$ cat config.mk
export PLATFORM = sky130hd
export DESIGN_NAME = mem_write_tracer
export DESIGN_NICKNAME = d
export VERILOG_FILES = /design/src/rtl/trace_pkg.sv /design/src/rtl/trace_fifo.sv /design/src/rtl/mem_write_tracer.sv
export SDC_FILE = /design/constraint.sdc
export NUM_CORES = 1
export LEC_CHECK = 0
export BUFFER_PORTS_ARGS = -buffer_cell sky130_fd_sc_hd__buf_2
export CAP_MARGIN = 25
export CORE_UTILIZATION = 65
export CTS_BUF_LIST = sky130_fd_sc_hd__clkbuf_16
export CTS_CLUSTER_SIZE = 16
export DETAILED_ROUTE_END_ITERATION = 6
export PLACE_DENSITY = 0.94
export SLEW_MARGIN = 20
export SYNTH_ARGS = -nofsm -noshare
export SYNTH_HDL_FRONTEND = slang
export SYNTH_SLANG_ARGS = --single-unit
export TNS_END_PERCENT = 30
$ cat constraint.sdc
create_clock -name clk -period 14.3 [get_ports clk]
set_clock_uncertainty 0.1 [all_clocks]
set_input_delay 0.715 -clock clk [delete_from_list [all_inputs] [get_ports clk]]
set_output_delay 0.715 -clock clk [all_outputs]
set_load 0.05 [all_outputs]
$ cat src/rtl/trace_pkg.sv
// Shared types for the data-memory store tracer.
package trace_pkg;
    localparam int TRACE_DEPTH_DEFAULT = 16;
    localparam int TRACE_AW            = 32;
    localparam int TRACE_DW            = 32;
    localparam int TRACE_CW            = 32;

    // One captured store: address, data and the 1-based cycle it happened in.
    typedef struct packed {
        logic [TRACE_AW-1:0] addr;
        logic [TRACE_DW-1:0] data;
        logic [TRACE_CW-1:0] cycle;
    } trace_entry_t;
endpackage

$ cat src/rtl/trace_fifo.sv
// First-word-fall-through synchronous FIFO for trace entries.
// Pointers and level reset asynchronously; payload storage is never cleared.
module trace_fifo
    import trace_pkg::*;
#(
    parameter int  DEPTH   = TRACE_DEPTH_DEFAULT,
    parameter type entry_t = trace_entry_t,
    localparam int PW      = $clog2(DEPTH),
    localparam int LW      = PW + 1
) (
    input  logic          clk,
    input  logic          reset,
    input  logic          push_i,
    input  logic          pop_i,
    input  entry_t        wdata_i,
    output entry_t        rdata_o,
    output logic [LW-1:0] level_o
);
    localparam logic [LW-1:0] FULL = LW'(DEPTH);

    entry_t          mem_q [DEPTH];
    logic [PW-1:0]   wr_q, rd_q;
    logic [LW-1:0]   level_q, level_d;
    logic            do_push, do_pop;

    // Guard against popping empty or pushing full without a matching pop.
    always_comb begin
        do_pop  = pop_i & (level_q != '0);
        do_push = push_i & ((level_q != FULL) | do_pop);
        level_d = level_q;
        case ({do_push, do_pop})
            2'b10:   level_d = level_q + 1'b1;
            2'b01:   level_d = level_q - 1'b1;
            default: level_d = level_q;
        endcase
    end

    // Payload write; no reset so storage stays plain RAM.
    always_ff @(posedge clk) begin
        if (do_push) mem_q[wr_q] <= wdata_i;
    end

    // Pointers wrap naturally at the power-of-two depth.
    always_ff @(posedge clk or posedge reset) begin
        if (reset) begin
            wr_q    <= '0;
            rd_q    <= '0;
            level_q <= '0;
        end else begin
            if (do_push) wr_q <= wr_q + 1'b1;
            if (do_pop)  rd_q <= rd_q + 1'b1;
            level_q <= level_d;
        end
    end

    assign rdata_o = mem_q[rd_q];
    assign level_o = level_q;
endmodule

$ cat src/rtl/mem_write_tracer.sv
// Taps the mips data port, tags each store with its cycle number and queues it
// for a valid/ready consumer. Also detects program end and keeps CPI counters.
module mem_write_tracer
    import trace_pkg::*;
#(
    parameter int DEPTH = TRACE_DEPTH_DEFAULT,
    parameter int AW    = 32,
    parameter int DW    = 32,
    parameter int CW    = 32
) (
    input  logic          clk,
    input  logic          reset,
    input  logic [31:0]   pc,
    input  logic [31:0]   pc_finished,
    input  logic          memwrite,
    input  logic [AW-1:0] aluout,
    input  logic [DW-1:0] writedata,
    input  logic          instr_retired,
    output logic          trace_valid,
    input  logic          trace_ready,
    output logic [AW-1:0] trace_addr,
    output logic [DW-1:0] trace_data,
    output logic [CW-1:0] trace_cycle,
    output logic          finish,
    output logic [CW-1:0] cycle_count,
    output logic [CW-1:0] instr_count,
    output logic          overflow,
    output logic [CW-1:0] drop_count
);
    localparam int            LW   = $clog2(DEPTH) + 1;
    localparam logic [LW-1:0] FULL = LW'(DEPTH);

    typedef struct packed {
        logic [AW-1:0] addr;
        logic [DW-1:0] data;
        logic [CW-1:0] cycle;
    } entry_t;

    function automatic logic [CW-1:0] sat_inc(input logic [CW-1:0] v);
        return (&v) ? v : v + 1'b1;
    endfunction

    logic          finish_q, finish_d;
    logic          ovf_q, ovf_d;
    logic [CW-1:0] cycle_q, cycle_d, instr_q, instr_d, drop_q, drop_d;
    logic [LW-1:0] level;
    entry_t        wentry, head;
    logic          done, cap, valid, pop, full, push, drop;

    // Capture / drop decision and counter next-state.
    always_comb begin
        done     = finish_q | (pc == pc_finished);
        cap      = memwrite & ~done;
        valid    = (level != '0);
        pop      = valid & trace_ready;
        full     = (level == FULL);
        push     = cap & (~full | pop);
        drop     = cap & full & ~pop;
        wentry   = '{addr: aluout, data: writedata, cycle: sat_inc(cycle_q)};
        finish_d = done;
        cycle_d  = done ? cycle_q : sat_inc(cycle_q);
        instr_d  = (~done & instr_retired) ? sat_inc(instr_q) : instr_q;
        drop_d   = drop ? sat_inc(drop_q) : drop_q;
        ovf_d    = ovf_q | drop;
    end

    // Status and counter registers.
    always_ff @(posedge clk or posedge reset) begin
        if (reset) begin
            finish_q <= 1'b0;
            ovf_q    <= 1'b0;
            cycle_q  <= '0;
            instr_q  <= '0;
            drop_q   <= '0;
        end else begin
            finish_q <= finish_d;
            ovf_q    <= ovf_d;
            cycle_q  <= cycle_d;
            instr_q  <= instr_d;
            drop_q   <= drop_d;
        end
    end

    trace_fifo #(.DEPTH(DEPTH), .entry_t(entry_t)) u_fifo (
        .clk     (clk),
        .reset   (reset),
        .push_i  (push),
        .pop_i   (pop),
        .wdata_i (wentry),
        .rdata_o (head),
        .level_o (level)
    );

    // Head fields read as zero while the queue is empty.
    always_comb begin
        trace_valid = valid;
        trace_addr  = valid ? head.addr  : '0;
        trace_data  = valid ? head.data  : '0;
        trace_cycle = valid ? head.cycle : '0;
    end

    assign finish      = finish_q;
    assign cycle_count = cycle_q;
    assign instr_count = instr_q;
    assign overflow    = ovf_q;
    assign drop_count  = drop_q;
endmodule

* Word level (Yosys, flattened, before mapping)
Memory sizes are Yosys's and may differ from the RTL's.
Index checks and enable logic that the tools add are counted.
** Word-level totals
- Memories :: 1
- Logic and storage cells :: 52
- Register bits after elaboration :: 111
- Input port bits :: 133
- Output and inout bits :: 195
- Memory bits (writable) :: 1536
** Cells by class
- Reductions and logical operators :: 7
- Muxes and demuxes :: 7
- $add $sub $neg :: 7
- Eq/ne operators :: 5
- Bitwise gates (word level) :: 17
** Memory list
- u_fifo.mem_q :: words 16, bits a word 96, read ports 1, clocked after Yosys merged registers in 0, wr ports 1, RTL line trace_fifo.sv:21 : entry_t mem_q [DEPTH];
** Operator list (number)
- $mux W32 :: 4
- $add A32 B1 Y32 const B :: 3
- $reduce_and A32 Y1 :: 3
- $eq A32 B32 Y1 :: 1
- $pmux W5 S2 :: 1
- $add A4 B1 Y4 const B :: 2
- $and A1 B1 Y1 :: 8
- $add A5 B1 Y5 const B :: 1
- $eq A5 B5 Y1 const B :: 1
- $ne A5 B5 Y1 const B :: 1
- $not A1 Y1 :: 5
- $reduce_bool A5 Y1 :: 1
- $sub A5 B1 Y5 const B :: 1
- $or A1 B1 Y1 :: 4
- $reduce_and A2 Y1 :: 2
- $eq A2 B1 Y1 const B :: 1
- $eq A2 B2 Y1 const B :: 1
- $mux W1 :: 2
- $reduce_bool A2 Y1 :: 1

* Longest topological paths before layout
Gate-level depths: netlist of the first run.
- Depth after elaboration :: 8
- Gate-level depth with buffers :: 16
- Depth with buffers taken out :: 15

* Modules after synthesis
From an unflattened synthesis of the first run, not the netlist that was laid out.
** Unflattened totals
- Cells, all modules :: 2890
- Area total of the unflattened synthesis :: 64717.1 µm²
** Modules (own cells, without submodules)
- trace_fifo :: cells each 2245, times used 1, area an instance 58571.2 µm², sequential area each 46449.5 µm²
- mem_write_tracer :: cells each 645, times used 1, area an instance 6145.9 µm², sequential area each 2452.4 µm²

* Worst setup path before layout of the first run
OpenSTA, ideal clock, no wires.
- Path kind :: in2reg
- Start point :: in pc[13]
- End point :: mem u_fifo.mem_q[7][0] (netlist name), enable pin
- Setup time :: 0.688 ns
- Cell stages on the path :: 9
- Arrival time :: 8.773 ns
- Buffers on the path :: 1
- Data required time :: 13.512 ns
- Slack :: 4.738 ns
- Cells stage by stage :: xor2_1 > nor4_1 > nand4_1 > o21ba_2 > inv_1 > buf_2 > nor2_1 > nand3_1 > nor3b_1
** Between the ends
- Longest elaborated chain between the ends :: 8
** Ends and longest elaborated chain
- start, declared :: RTL line mem_write_tracer.sv:13 : input logic [31:0] pc,
- $eq A32 B32 Y1 :: RTL line mem_write_tracer.sv:52 : done = finish_q | (pc == pc_finished);
- $or A1 B1 Y1 :: RTL line mem_write_tracer.sv:52
- $not A1 Y1 :: RTL line mem_write_tracer.sv:53 : cap = memwrite & ~done;
- $and A1 B1 Y1 :: RTL line mem_write_tracer.sv:53
- $and A1 B1 Y1 :: RTL line mem_write_tracer.sv:57 : push = cap & (~full | pop);
- $and A1 B1 Y1 :: RTL line trace_fifo.sv:29 : do_push = push_i & ((level_q != FULL) | do_pop);
- $mux W1 :: RTL line trace_fifo.sv:40 : if (do_push) mem_q[wr_q] <= wdata_i;
- $mux W1 (not written as such) :: RTL line trace_fifo.sv:40
- end, declared :: RTL line trace_fifo.sv:21
Every way passes these cells.

* Final worst setup path of the first run
- Start point :: reg u_fifo.rd_q[0]
- End point :: out trace_cycle[13]
** Between the ends
- Longest elaborated chain between the ends :: 2
** Ends and longest elaborated chain
- start, declared :: RTL line trace_fifo.sv:22 : logic [PW-1:0] wr_q, rd_q;
- start signal, assigned :: RTL line trace_fifo.sv:51 : if (do_pop) rd_q <= rd_q + 1'b1;
- $mem_v2 Z16 W96
- $mux W32 :: RTL line mem_write_tracer.sv:99 : trace_cycle = valid ? head.cycle : '0;
- end, declared :: RTL line mem_write_tracer.sv:23 : output logic [CW-1:0] trace_cycle,
Every way passes these cells.

==> impl_metrics.env, run 1 <==
export IMPL_post_synth_most_frequent_cells="edfxtp_1, mux4_2, dfrtp_1"
export IMPL_setup_worst_path_start_class="flop"
export IMPL_synth_largest_area_cell="edfxtp_1"
export IMPL_pwr_share_comb=0.321
export IMPL_synth_seq_area_share=0.761
export IMPL_reg2reg_depth=7
export IMPL_avgViaCountPerCell=7.34
export IMPL_filler_cell_count=4751
export IMPL_worst_slew_pin_slew_ps=1140
export IMPL_clockPowerShare=0.277
export IMPL_finalHoldViolations=0
export IMPL_die_w_um=316
export IMPL_status="finished with violations"
export IMPL_power_per_cell_area_nw_per_um2=206
export IMPL_hold_class="in2reg"
export IMPL_arr_time_crit_path_ps=4910
export IMPL_dp_hpwl_um=90100
export IMPL_synthArstFlopShare=0.0674
export IMPL_floorplan_die_area_um2=100000
export IMPL_grt_pass1_wl_um=259000
export IMPL_p_leak_uw=0.0233
export IMPL_warnings_from_yosys=0
export IMPL_totalNegativeSetupSlack_ps=0
export IMPL_via_count=34400
export IMPL_gp_congestion=0.936
export IMPL_total_count_of_max_transition_violations_in_the_final_report=0
export IMPL_synthesis_nets=2996
export IMPL_grt_setup_unrepaired="false"
export IMPL_synthesis_instances=2852
export IMPL_placed_cells=4386
export IMPL_timing_final_crit_share=0.400
export IMPL_clock_path_buffers=3
export IMPL_min_delay_path_depth=1
export IMPL_cts_tree="built"
export IMPL_detailedRoute_firstPassIterationCount=7
export IMPL_final_layout_size_suffix_gt1_frac=0.337
export IMPL_max_fo_critical_path=45
export IMPL_cts_buffers_inserted=158
export IMPL_core_area_um2=97300
export IMPL_fin_total_pwr_uw=15000
export IMPL_floorplan_die_height_um=316
export IMPL_cp_required_ps=13490
export IMPL_numPortBuffers=327
export IMPL_timing_final_crit_period_ps=5730
export IMPL_ys_dominant_reg_cell="edfxtp_1"
export IMPL_timing_max_slew_rel_slack=0.242
export IMPL_grt_antenna_before_repair=21
export IMPL_worst_setup_hold_path_clk_slew_ps=90
export IMPL_syn_area_um2=64300
export IMPL_grt_pass1_vias=35100
export IMPL_grt_use_total=0.373
export IMPL_route_antenna_remaining_nets=0
export IMPL_syn_area_per_cell_um2=22.5
export IMPL_pre_cts_ws_ps=8690
export IMPL_setup_violations=0
export IMPL_synth_edff_count=1536
export IMPL_path_class="reg2out"
export IMPL_post_synth_top_count_cell="edfxtp_1"
export IMPL_initial_core_util=0.661
export IMPL_finalNetCount=3422
export IMPL_fin_hold_ws_ps=211
export IMPL_synth_area_leaders="edfxtp_1, mux4_2, dfrtp_1"
export IMPL_dr_first_iter_drc_count=5572
export IMPL_clock_tree_htree_level_count=4
export IMPL_clock_insertion_delay_worst_skew_ps=760
export IMPL_clkSinkCount=1647
export IMPL_postRouteWirelength_um=183000
export IMPL_num_rows=114
export IMPL_max_cap_violations=0
export IMPL_violations_in_the_final_reports="design-rule violations"
export IMPL_remaining_drc_errors=1
export IMPL_p_sw_uw=5210
export IMPL_postSynthRegisterBits=1647
export IMPL_internal_power_uw=9790
export IMPL_final_cell_count_no_fill=4692
export IMPL_synth_distinct_cells=51
export IMPL_post_synth_top_area_share=0.718
export IMPL_worst_ir_drop_vdd_v=0.000213
export IMPL_synthToLayoutAreaGrowth_pct=13.4
export IMPL_maximum_number_of_pins_on_one_net_before_global_route_repair=180
export IMPL_setup_worst_path_end_class="primary output"
export IMPL_switching_share=0.347
export IMPL_achievable_frequency_ghz=0.175
export IMPL_routed_wire_length_per_instance_um=39.1
export IMPL_sequentialPowerShare=0.402
export IMPL_layout_setup_ws_ps=8570
export IMPL_top_level_ports=328
export IMPL_ctsRootBufferMaster="clkbuf_16"
export IMPL_grt_overflow_total=0
cells by family (layout without fill, tap and decap cells):
group | count (synthesis) | after routing | synth area share
AO/OA/AOI/OAI | 17 | 17 | 0.00210
XOR/XNOR | 164 | 164 | 0.0223
multiplexers | 487 | 487 | 0.169
other | 0 | 11 | 0
buffers and inverters | 143 | 696 | 0.00952
adder cells (fa/ha/maj) | 11 | 11 | 0.00214
AND/OR/NAND/NOR | 383 | 383 | 0.0337
flip-flops | 1647 | 1647 | 0.761
worst paths after layout:
check,start,end,slack [ps]
min in group asynchronous,reset,cycle_count[2],500
setup reg to reg,finish,u_fifo.mem_q[8][39],9380
hold / removal,writedata[18],u_fifo.mem_q[10][50],210
setup / recovery,u_fifo.rd_q[0],trace_cycle[13],8570
hold reg to reg,overflow,overflow,390
max in group asynchronous,reset,instr_count[5],12340
layout by cell type (no fill, tap or decap), drive strengths merged, types with 10 or more instances in the layout:
| cell | instances |
|---|---|
| and2 | 104 |
| and3 | 26 |
| buf | 398 |
| bufinv | 10 |
| clkbuf | 165 |
| clkinv | 70 |
| dfrtp | 111 |
| diode | 11 |
| edfxtp | 1536 |
| ha | 11 |
| inv | 47 |
| mux4 | 480 |
| nand2 | 47 |
| nand3 | 44 |
| nand4 | 43 |
| nor2 | 53 |
| nor3 | 21 |
| nor4 | 18 |
| xnor2 | 85 |
| xor2 | 79 |
repair_timing:
action	CTS	global route
hold buffers	1	0
buffers inserted	0	0
hold endpoints to repair	45	0
resized for setup	0	0
endpoints found under the setup margin	0	0
stage by stage:
stage,utilization,cell area [µm²]
after floorplan,-,64300
after global placement,0.694,67500
after detailed placement,0.696,67700
after CTS,0.747,72700
after global routing,0.749,72900
final,0.749,72900
critical path, cell delays in order, from the launching register on:
cell and delay (ps):
dfrtp_4 820, buf_4 840, buf_4 540, buf_16 300
mux4_2 560, mux4_2 490, and2_1 250, buf_2 240
sequential cells by signal, summed over array words and instances, names as in the netlist:
register        count
overflow            1
cycle_count        32
u_fifo.mem_q     1536
u_fifo.level_o      5
drop_count         32
u_fifo.rd_q         4
u_fifo.wr_q         4
finish              1
instr_count        32
routing by layer:
metal  wire (µm)  vias up  GRT usage
li1            -    12700          -
met3       22700      552     0.0933
met2       91600     3328      0.611
met5         120        -          0
met4        8820       18      0.176
met1       60000    17800      0.475
final cells by class:
type / instances / area [µm²] / share of cell area
diodes: 11 / 27.5 / 0.000378
repair buffers: 400 / 2390 / 0.0328
well taps: 1276 / 1600 / 0.0219
flip-flops and latches: 1647 / 48900 / 0.671
multi-input cells: 1062 / 15000 / 0.205
clock inverters: 123 / 833 / 0.0114
clock buffers: 164 / 4100 / 0.0563
inverters: 9 / 36.3 / 0.000498
power groups by stage:
stage	registers (µW)	clock network (µW)	logic [µW]
after floorplan	6000	0	3430
after detailed placement	6080	0	4610
after CTS	6020	4150	4780
final	6030	4150	4820
after global placement	6020	0	4440
after global routing	6040	4330	4950
Power figures use the tool's default switching activity.
==> run 2, diff against run 1 <==
Settings changed: CORE_UTILIZATION 65 to 55, PLACE_DENSITY 0.94 to 0.86.
Clock period 14.3 ns to 4.7 ns, I/O delays scaled along.
==> impl_metrics.env, run 2 (same netlist as run 1, synthesis figures left out) <==
export IMPL_cpMostUsedCell="mux4_2"
export IMPL_achievable_frequency_ghz=0.240
export IMPL_worst_ir_drop_vdd_v=0.000561
export IMPL_largest_register_ff_count=1536
export IMPL_setup_worst_path_end_class="primary output"
export IMPL_num_rows=125
export IMPL_p_leak_uw=0.0237
export IMPL_numPortBuffers=327
export IMPL_timing_critical_path_slowest_stage_cell="dfrtp_4"
export IMPL_largest_register="u_fifo.mem_q"
export IMPL_finalHoldViolations=0
export IMPL_core_area_um2=116000
export IMPL_grt_antenna_before_repair=15
export IMPL_slowest_delay_ps=870
export IMPL_max_cap_violations=0
export IMPL_cts_hold_buffers_added=68
export IMPL_cts_tree="built"
export IMPL_setup_worst_path_start_class="flop"
export IMPL_floorplan_die_height_um=344
export IMPL_filler_cell_count=7327
export IMPL_dr_first_iter_drc_count=3613
export IMPL_totalNegativeSetupSlack_ps=0
export IMPL_clock_insertion_delay_worst_skew_ps=760
export IMPL_clkSinkCount=1647
export IMPL_finalNetCount=3499
export IMPL_ctsRootBufferMaster="clkbuf_16"
export IMPL_routed_wire_length_per_instance_um=32.2
export IMPL_max_fo_critical_path=30
export IMPL_postRouteWirelength_um=161000
export IMPL_route_antenna_remaining_nets=0
export IMPL_detailedRoute_firstPassIterationCount=7
export IMPL_top_level_ports=328
export IMPL_worst_path_dominant_cell_family="multiplexers"
export IMPL_final_cell_mix="edfxtp_1, mux4_2, buf_2"
export IMPL_maximum_number_of_pins_on_one_net_before_global_route_repair=97
export IMPL_synthToLayoutAreaGrowth_pct=15.4
export IMPL_cp_required_ps=4370
export IMPL_initial_core_util=0.554
export IMPL_setup_violations=0
export IMPL_arr_time_crit_path_ps=3830
export IMPL_timing_final_crit_share=0.886
export IMPL_clock_path_buffers=3
export IMPL_cp_buffers_inverters=3
export IMPL_path_class="reg2out"
export IMPL_layout_cells_most_common="edfxtp_1"
export IMPL_gp_congestion=0.815
export IMPL_via_count=32500
export IMPL_dp_hpwl_um=82200
export IMPL_status="finished, final reports clean"
export IMPL_avgViaCountPerCell=6.49
export IMPL_clock_tree_htree_level_count=4
export IMPL_cts_buffers_inserted=159
export IMPL_grt_pass1_vias=33800
export IMPL_remaining_drc_errors=0
export IMPL_total_count_of_max_transition_violations_in_the_final_report=0
export IMPL_floorplan_die_area_um2=118000
export IMPL_postCtsSetupBuffers=0
export IMPL_grt_pass1_wl_um=232000
export IMPL_timing_max_slew_rel_slack=0.269
export IMPL_grt_setup_unrepaired="false"
export IMPL_grt_use_total=0.276
export IMPL_timing_final_crit_period_ps=4160
export IMPL_final_layout_size_suffix_gt1_frac=0.332
export IMPL_post_cts_resized=0
export IMPL_grt_overflow_total=0
export IMPL_worst_setup_hold_path_clk_slew_ps=60
export IMPL_die_w_um=344
export IMPL_layout_core_utilization=0.639
export IMPL_crit_chain="buf_12, buf_4, mux4_2, mux4_2, and2_1, buf_2"
export IMPL_power_per_cell_area_nw_per_um2=606
export IMPL_hold_class="in2async"
export IMPL_worst_slew_pin_slew_ps=1100
==> run 2: cell type report <==
class / instances / area [µm²] / share of cell area
antenna: 7 / 17.5 / 0.000236
clock buffer: 161 / 4030 / 0.0543
clock inverter: 126 / 1010 / 0.0136
inverter: 9 / 36.3 / 0.000489
multi-input combinational: 1062 / 15000 / 0.202
sequential: 1647 / 48900 / 0.660
tap: 1524 / 1910 / 0.0257
timing repair buffer: 476 / 3240 / 0.0437
==> run 2: stage by stage <==
| step | setup slack [ps] | area (µm²) | total power (µW) | hold slack [ps] | std cells |
|---|---|---|---|---|---|
| final | 535 | 74200 | 44900 | 64.1 | 5012 |
| after global routing | 371 | 74100 | 46300 | 127 | 5005 |
| after CTS | 449 | 74000 | 45200 | 56.1 | 5002 |
| after detailed placement | 831 | 68300 | 32600 | 329 | 4647 |
| after global placement | 964 | 68300 | 32300 | 328 | 4641 |
| after floorplan | -1540 | 64300 | 28600 | 234 | 2852 |
==> run 2: power by group <==
part           internal (µW)  switching [µW]  leakage [µW]
combinational           5600            8710       0.00659
sequential             17400             837        0.0145
clock                   6870            5500       0.00261
==> run 2: worst min-delay path, cell delays in order <==
cell,delay [ps]
dlygate4sd3_1,530
buf_2,130
inv_4,490
==> run 2: path summary, 6_finish.rpt <==
| check | to | slack [ps] | cells past startpoint | from |
|---|---|---|---|---|
| worst min-delay path | instr_count[13] | 60 | 3 | reset |
| worst max-delay path | trace_addr[21] | 540 | 6 | u_fifo.rd_q[0] |
| worst min register to register | u_fifo.level_o[4] | 380 | 1 | u_fifo.level_o[4] |
| worst max register to register | u_fifo.mem_q[12][33] | 1030 | 6 | finish |
| min in group clk | u_fifo.mem_q[12][68] | 290 | 2 | aluout[4] |
| max in group asynchronous | cycle_count[3] | 3400 | 4 | reset |
==> run 2: per-layer routing <==
layer / vias to the layer above / global-route usage / part of all wire
met3: 336 / 0.0534 / 0.086
met1: 17200 / 0.357 / 0.36
met4: 10 / 0.0912 / 0.031
met5: - / 0 / 0.00038
li1: 12900 / - / -
met2: 2003 / 0.472 / 0.52
